===== src/rtl/fpu_compare_pipe.sv =====
// fpu_compare_pipe: pipelined IEEE-754 compare/min/max unit with valid/ready handshake
module fpu_compare_pipe #(
  parameter int EXP_W = 8,
  parameter int MAN_W = 23,
  parameter int LAT   = 2
) (
  input  logic                     clk,
  input  logic                     rst,
  input  logic                     in_valid,
  output logic                     in_ready,
  input  logic [7:0]               opcode,
  input  logic [EXP_W+MAN_W:0]     op_a,
  input  logic [EXP_W+MAN_W:0]     op_b,
  output logic                     out_valid,
  input  logic                     out_ready,
  output logic [31:0]              cmp_result,
  output logic [EXP_W+MAN_W:0]     minmax_result,
  output logic                     flag_nv
);
  localparam int W  = 1 + EXP_W + MAN_W;
  localparam int BW = 8 + 2 * W + 7;
  localparam int RW = W + 2;
  localparam int D  = (LAT > 1) ? LAT - 1 : 1;
  localparam logic [W-1:0] C_QNAN = {1'b0, {EXP_W{1'b1}}, 1'b1, {(MAN_W-1){1'b0}}};
  logic          w_stall;
  logic [7:0]    w_op;
  logic          w_a_nan, w_b_nan, w_a_snan, w_b_snan, w_zz, w_mag_lt, w_mag_eq;
  logic [BW-1:0] w_d, w_x;
  logic          w_xv;
  assign w_stall  = out_valid & ~out_ready;
  assign in_ready = ~w_stall;
  assign w_op     = opcode & (~opcode + 8'd1);
  assign w_a_nan  = (&op_a[W-2:MAN_W]) & (|op_a[MAN_W-1:0]);
  assign w_b_nan  = (&op_b[W-2:MAN_W]) & (|op_b[MAN_W-1:0]);
  assign w_a_snan = w_a_nan & ~op_a[MAN_W-1];
  assign w_b_snan = w_b_nan & ~op_b[MAN_W-1];
  assign w_zz     = ~|{op_a[W-2:0], op_b[W-2:0]};
  assign w_mag_lt = op_a[W-2:0] < op_b[W-2:0];
  assign w_mag_eq = op_a[W-2:0] == op_b[W-2:0];
  assign w_d = {w_op, op_a, op_b, w_a_nan, w_b_nan, w_a_snan, w_b_snan, w_zz, w_mag_lt, w_mag_eq};
  // With a single stage the decode feeds the select directly; otherwise it is registered first
  if (LAT == 1) begin : g_comb
    assign w_x  = w_d;
    assign w_xv = in_valid;
  end else begin : g_s1
    logic [BW-1:0] r_s1;
    logic          r_s1_v;
    always_ff @(posedge clk or posedge rst) begin
      if (rst) begin
        r_s1   <= '0;
        r_s1_v <= 1'b0;
      end else if (!w_stall) begin
        r_s1   <= w_d;
        r_s1_v <= in_valid;
      end
    end
    assign w_x  = r_s1;
    assign w_xv = r_s1_v;
  end
  logic [7:0]   w_xop;
  logic [W-1:0] w_xa, w_xb;
  logic         w_xan, w_xbn, w_xas, w_xbs, w_xzz, w_xlt, w_xeq;
  logic         w_nan, w_snan, w_eq, w_lt, w_min_a, w_max_a, w_cmp, w_nv;
  logic [W-1:0] w_mm;
  assign {w_xop, w_xa, w_xb, w_xan, w_xbn, w_xas, w_xbs, w_xzz, w_xlt, w_xeq} = w_x;
  assign w_nan  = w_xan | w_xbn;
  assign w_snan = w_xas | w_xbs;
  assign w_eq   = w_xzz | (w_xeq & (w_xa[W-1] == w_xb[W-1]));
  assign w_lt   = ~w_xzz & ((w_xa[W-1] != w_xb[W-1]) ? w_xa[W-1] :
                            (w_xa[W-1] ? (~w_xlt & ~w_xeq) : w_xlt));
  // Signed zeros: min prefers the negative one, max the positive one
  assign w_min_a = w_xzz ? w_xa[W-1] : (w_lt | w_eq);
  assign w_max_a = w_xzz ? ~w_xa[W-1] : ~w_lt;
  always_comb begin
    w_cmp = 1'b0;
    w_mm  = '0;
    w_nv  = 1'b0;
    if (w_xop[0]) begin
      w_cmp = ~w_nan & w_eq;
      w_nv  = w_snan;
    end else if (w_xop[1]) begin
      w_cmp = w_nan | ~w_eq;
      w_nv  = w_snan;
    end else if (w_xop[2]) begin
      w_cmp = ~w_nan & w_lt;
      w_nv  = w_nan;
    end else if (w_xop[3]) begin
      w_cmp = ~w_nan & (w_lt | w_eq);
      w_nv  = w_nan;
    end else if (w_xop[4]) begin
      w_cmp = ~w_nan & ~w_lt & ~w_eq;
      w_nv  = w_nan;
    end else if (w_xop[5]) begin
      w_cmp = ~w_nan & ~w_lt;
      w_nv  = w_nan;
    end else if (w_xop[6] | w_xop[7]) begin
      w_nv = w_snan;
      w_mm = (w_xan & w_xbn) ? C_QNAN : w_xan ? w_xb : w_xbn ? w_xa :
             ((w_xop[6] ? w_min_a : w_max_a) ? w_xa : w_xb);
    end
  end
  logic [RW-1:0] w_res;
  logic [RW-1:0] r_res [D];
  logic [D-1:0]  r_v;
  logic          w_oc;
  assign w_res = {w_cmp, w_mm, w_nv};
  always_ff @(posedge clk or posedge rst) begin
    if (rst) begin
      r_v <= '0;
      for (int i = 0; i < D; i++) r_res[i] <= '0;
    end else if (!w_stall) begin
      r_v[0]   <= w_xv;
      r_res[0] <= w_res;
      for (int i = 1; i < D; i++) begin
        r_v[i]   <= r_v[i-1];
        r_res[i] <= r_res[i-1];
      end
    end
  end
  assign out_valid = r_v[D-1];
  assign {w_oc, minmax_result, flag_nv} = r_res[D-1];
  assign cmp_result = {31'd0, w_oc};
endmodule


===== config.mk =====
export PLATFORM = sky130hd
export DESIGN_NAME = fpu_compare_pipe
export DESIGN_NICKNAME = d
export VERILOG_FILES = /design/src/rtl/fpu_compare_pipe.sv
export SDC_FILE = /design/constraint.sdc
export NUM_CORES = 1
export LEC_CHECK = 0
export CAP_MARGIN = 20
export CORE_MARGIN = 2
export CORE_UTILIZATION = 40
export CTS_CLUSTER_SIZE = 25
export DETAILED_ROUTE_END_ITERATION = 16
export HOLD_SLACK_MARGIN = 0.05
export PLACE_DENSITY = 0.68
export SETUP_SLACK_MARGIN = 0.5
export SYNTH_ARGS = -nofsm -noshare
export SYNTH_HDL_FRONTEND = slang
export SYNTH_SLANG_ARGS = --single-unit

===== constraint.sdc =====
create_clock -name clk -period 4.11 [get_ports clk]
set_input_delay 0.6165 -clock clk [delete_from_list [all_inputs] [get_ports clk]]
set_output_delay 0.6165 -clock clk [all_outputs]
set_load 0.02 [all_outputs]

; ---- Yosys cells after proc, flatten, opt, wreduce, memory -nomap -nowiden
; Cells that the tools add are included.
[totals]
elab_cells = 77
input_bits = 76
ff_bits = 115
[op_classes]
n_bitwise = 33
eq_ne = 3
magnitude_cmp = 1
add_sub_neg = 1
mux = 29
n_reduce_logical = 6
[ops]
columns = operator, count
row1 = 32-bit two-way mux, 11
row2 = 62-bit OR reduction, 1
row3 = 23-bit OR reduction, 2
row4 = 31-bit equality test, 1
row5 = 31-bit less-than comparator, 1
row6 = 1-bit two-way mux, 18
row7 = 8-bit AND reduction, 2
row8 = 1-bit bitwise AND, 14
row9 = 1-bit inverter, 11
row10 = 8-bit by 1-bit adder with 8-bit output (second input constant), 1
row11 = 8-bit bitwise AND, 1
row12 = 8-bit inverter, 1
row13 = 1-bit OR, 6
row14 = 1-bit equality test, 1
row15 = 1-bit zero test, 1
row16 = 1-bit inequality test, 1

; ---- Longest topological paths before layout
[logic_depth]
word_depth = 19
depth_mapped = 7
mapped_depth_nobuf = 7

; ---- Least setup slack after synthesis
; OpenSTA, ideal clock, no wires.
[synth_timing]
kind = input-to-output
from = input out_ready
to = output in_ready
required_time_ns = 3.493
path_stages = 5
setup_slack_ns = 1.974
arrival_ns = 1.520
cell_sequence = nor2b_1 buf_2 inv_2 clkbuf_1 clkbuf_1
[synth_between]
elab_chain_len = 3
[synth_lines]
columns = item, line
row1 = start: declaration, 15  ; input logic out_ready,
row2 = 1-bit inverter, 30  ; assign w_stall = out_valid & ~out_ready;
row3 = 1-bit bitwise AND, 30
row4 = 1-bit inverter, 31  ; assign in_ready = ~w_stall;
row5 = end: declaration, 10  ; output logic in_ready,
; Every way passes these cells.

; ---- Final worst setup path
; Same ends and word-level chain as after synthesis.

==> results by group <==
Floorplanning
  – Die Area: 16,400 sq um
  – Number of I/O pins: about 140
  – Starting Density: 40.7%
  – Die height: around 130 um
  – Num rows: 45
  – Chip width: between 100 and 150 um
  – Area of the core: around 15,000 sq um

Drt
  – DRC: 0
  – Initial drt markers: approximately 400
  – Drt first pass iters: 4
  – Via Count: around 5,000
  – DR WL/cell: about 16 um
  – Detailed Route WL: around 15,000 um
  – ANT nets after route: 0
  – DR vias/cell: 5.25

Final layout
  – Ant. Diodes: 0
  – Layout cells sized above 1: under 10%
  – NumNets Final: between 800 and 900
  – Area growth syn-to-layout: 30.3%
  – Fillers: 1,344

Critical path
  – Crit path kind: input pin to output pin
  – CP max FO: 22
  – Worst reg2reg setup slack: approximately 1.6 ns
  – Worst Setup Start Kind: input pin
  – Worst Reg-to-Reg Cells: 7
  – R2r startpoint: g_s1.r_s1[70]$_DFFE_PP0N_
  – Worst EP required: approximately 3.5 ns
  – Crit. End Element: output pin
  – Critical R2R Capture: r_res[19]$_DFFE_PP0N_
  – WP data arrival: 2.19 ns

Yosys
  – Ys async rst share: 100%
  – Adder-Cell Fraction of Synth Area: 6.31%
  – Sequential fraction of the synthesis area: approximately 47%
  – Synth area leader: dfrtp_1
  – Syn avg cell area: between 9 and 10 sq um
  – Number of synthesized flops with an enable pin: 0
  – Cell area after synthesis: approximately 6000 sq um
  – Xor/xnor share of the synthesized area: less than 1%
  – Most frequent cell after synthesis: nand2_1
  – Main synth FF type: dfrtp_1
  – Post-synth top cells: nand2_1, dfrtp_1, inv_1, o21ai_0
  – Synth warn: 0
  – Synth cell types: between 40 and 50
  – Synth Area in Simple Gates: between 10% and 20%
  – Top-area cell type share of the netlist area: a little under half
  – #FFs+latches synth: 115
  – Main combinational cell family by area after synthesis: simple AND/OR/NAND/NOR gates
  – Syn Inst Count: about 660
  – Post-synthesis mux area share: around 4%
  – Main area contributors after synthesis: dfrtp_1, nand2_1, ha_1
  – Compound-Gate Fraction of Synth Area: roughly 17%

STA
  – Max frequency: ~360 MHz
  – Final Hold Fails: 0
  – RSZ-0062 raised after global routing: false
  – Setup_tns: 0 ns
  – Slew Viols, Final: 0
  – Final number of setup-violating endpoints: 0
  – Relative slew slack: a little over two fifths
  – WHS: around 0.46 ns
  – Final min period: roughly 2.8 ns
  – PnR worst setup slack: approximately 1.3 ns
  – Final period util: roughly two thirds
  – Skew final: 0.0103 ns
  – Slew @ Worst Pin: approximately 0.86 ns

CTS
  – Root Buffer: clkbuf_16
  – Clock latency on the worst-skew pair: 0.41 ns
  – Htree depth: 4
  – Cts bufs inserted: 17
  – Post-CTS Hold Buffers: 0
  – CTS resizes: 0
  – TritonCTS Sinks: approximately 120
  – Postcts setup bufs: 0
  – CTS tree: built
  – CTS Buffer Depth: 2
  – Reg clk slew, reported paths: 0.05 ns

Placed design
  – Placement Setup Slack: approximately 1.2 ns
  – Port bufs: ~110
  – Routability cong.: 0.897
  – Hpwl dp: 11,000 um

Global routing
  – Gr usage total: just under 20%
  – Congestion Overflow GR: 0
  – Initial antenna violation count: 0
  – Vias in the first global route: between 5,000 and 6,000
  – First-pass GRT wire length: between 20,000 and 30,000 um
  – Largest net degree at the start of global routing: around 140

Power
  – Leak pwr: roughly 3.6 nW
  – Power density cells: between 400 and 500 nW/um^2
  – IR drop worst, VDD: roughly 0.32 mV

Min path
  – Hold EP: g_s1.r_s1_v$_DFFE_PP0N_
  – Hold path startpoint: g_s1.r_s1_v$_DFFE_PP0N_
  – Type of the most critical hold path: flip-flop to flip-flop
  – Worst Hold Depth: 2

Outcome
  – Outcome: finished, final reports clean

Job
  – Max-cap viol count: 0
==> per-stage QoR <==
step | util [%] | instances | power [mW] | cell area [sq um]
finish | 53.1 | 968 | 3.54 | 8010
global route | 53.1 | 968 | 3.69 | 8010
CTS | 52.8 | 966 | 3.54 | 7970
detailed placement | 48.5 | 934 | 1.91 | 7320
global placement | 48.5 | 934 | 1.89 | 7320
floorplan | - | 693 | 1.73 | 6260
==> metal layers <==
metal	GRT usage [%]	share of wire (%)
met1	26.0	45
met2	31.6	48
met3	4.01	4.5
met4	8.79	2.5
met5	0	0
==> power breakdown <==
part | switching, mW | internal, mW | total (mW) | leakage (nW)
sequential | 0.0654 | 1.23 | 1.30 | 1.47
combinational | 0.353 | 0.261 | 0.614 | 1.86
clock | 0.507 | 1.12 | 1.63 | 0.320
==> layout by cell type (no fill, tap or decap), types with 20 or more instances in the layout <==
cell type	count
nand2_1	179
dfrtp_1	115
clkdlybuf4s50_1	111
inv_1	37
o21ai_0	36
ha_1	31
conb_1	31
o21ai_1	30
mux2i_1	24
a21oi_1	23
a211oi_1	20
==> area by class of cell <==
type,instances,area [sq um],share of cell area [%]
timing repair buffer,119,1220,15.3
clock inverter,10,178,2.22
sequential,115,2880,35.9
clock buffer,22,474,5.92
multi-input combinational,475,2870,35.8
tap,188,235,2.94
inverter,39,150,1.87
==> cell families (layout without fill, tap and decap cells) <==
| logic type | Yosys count | in the layout |
|---|---|---|
| simple gates | 245 | 245 |
| compound gates | 142 | 142 |
| flops | 115 | 115 |
| buf+inv | 103 | 190 |
| fa+ha+maj | 31 | 31 |
| mux | 24 | 24 |
| xor+xnor | 2 | 2 |
| other cells | 1 | 31 |
==> worst max-delay path, stage by stage <==
cell and delay (ns):
clkdlybuf4s50_1 0.44, nor2b_4 0.24, buf_4 0.30, inv_2 0.06, clkdlybuf4s50_1 0.53
==> how the worst max path moves through the flow <==
stage / startpoint / cells after the start / slack, ns / to
after global placement: op_b[22] / 8 / 1.26 / g_s1.r_s1[1]$_DFFE_PP0N_
after CTS: out_ready / 5 / 1.28 / in_ready
after floorplan: out_ready / 5 / 1.97 / in_ready
final: out_ready / 5 / 1.30 / in_ready
after global routing: out_ready / 5 / 1.22 / in_ready
after detailed placement: op_b[22] / 8 / 1.20 / g_s1.r_s1[1]$_DFFE_PP0N_
==> flip-flops by register name, summed over array words and instances (netlist names) <==
| name | cells |
|---|---|
| g_s1.r_s1 | 79 |
| g_s1.r_s1_v | 1 |
| out_valid | 1 |
| r_res | 34 |
No activity file was read; power rests on OpenSTA's default activity.
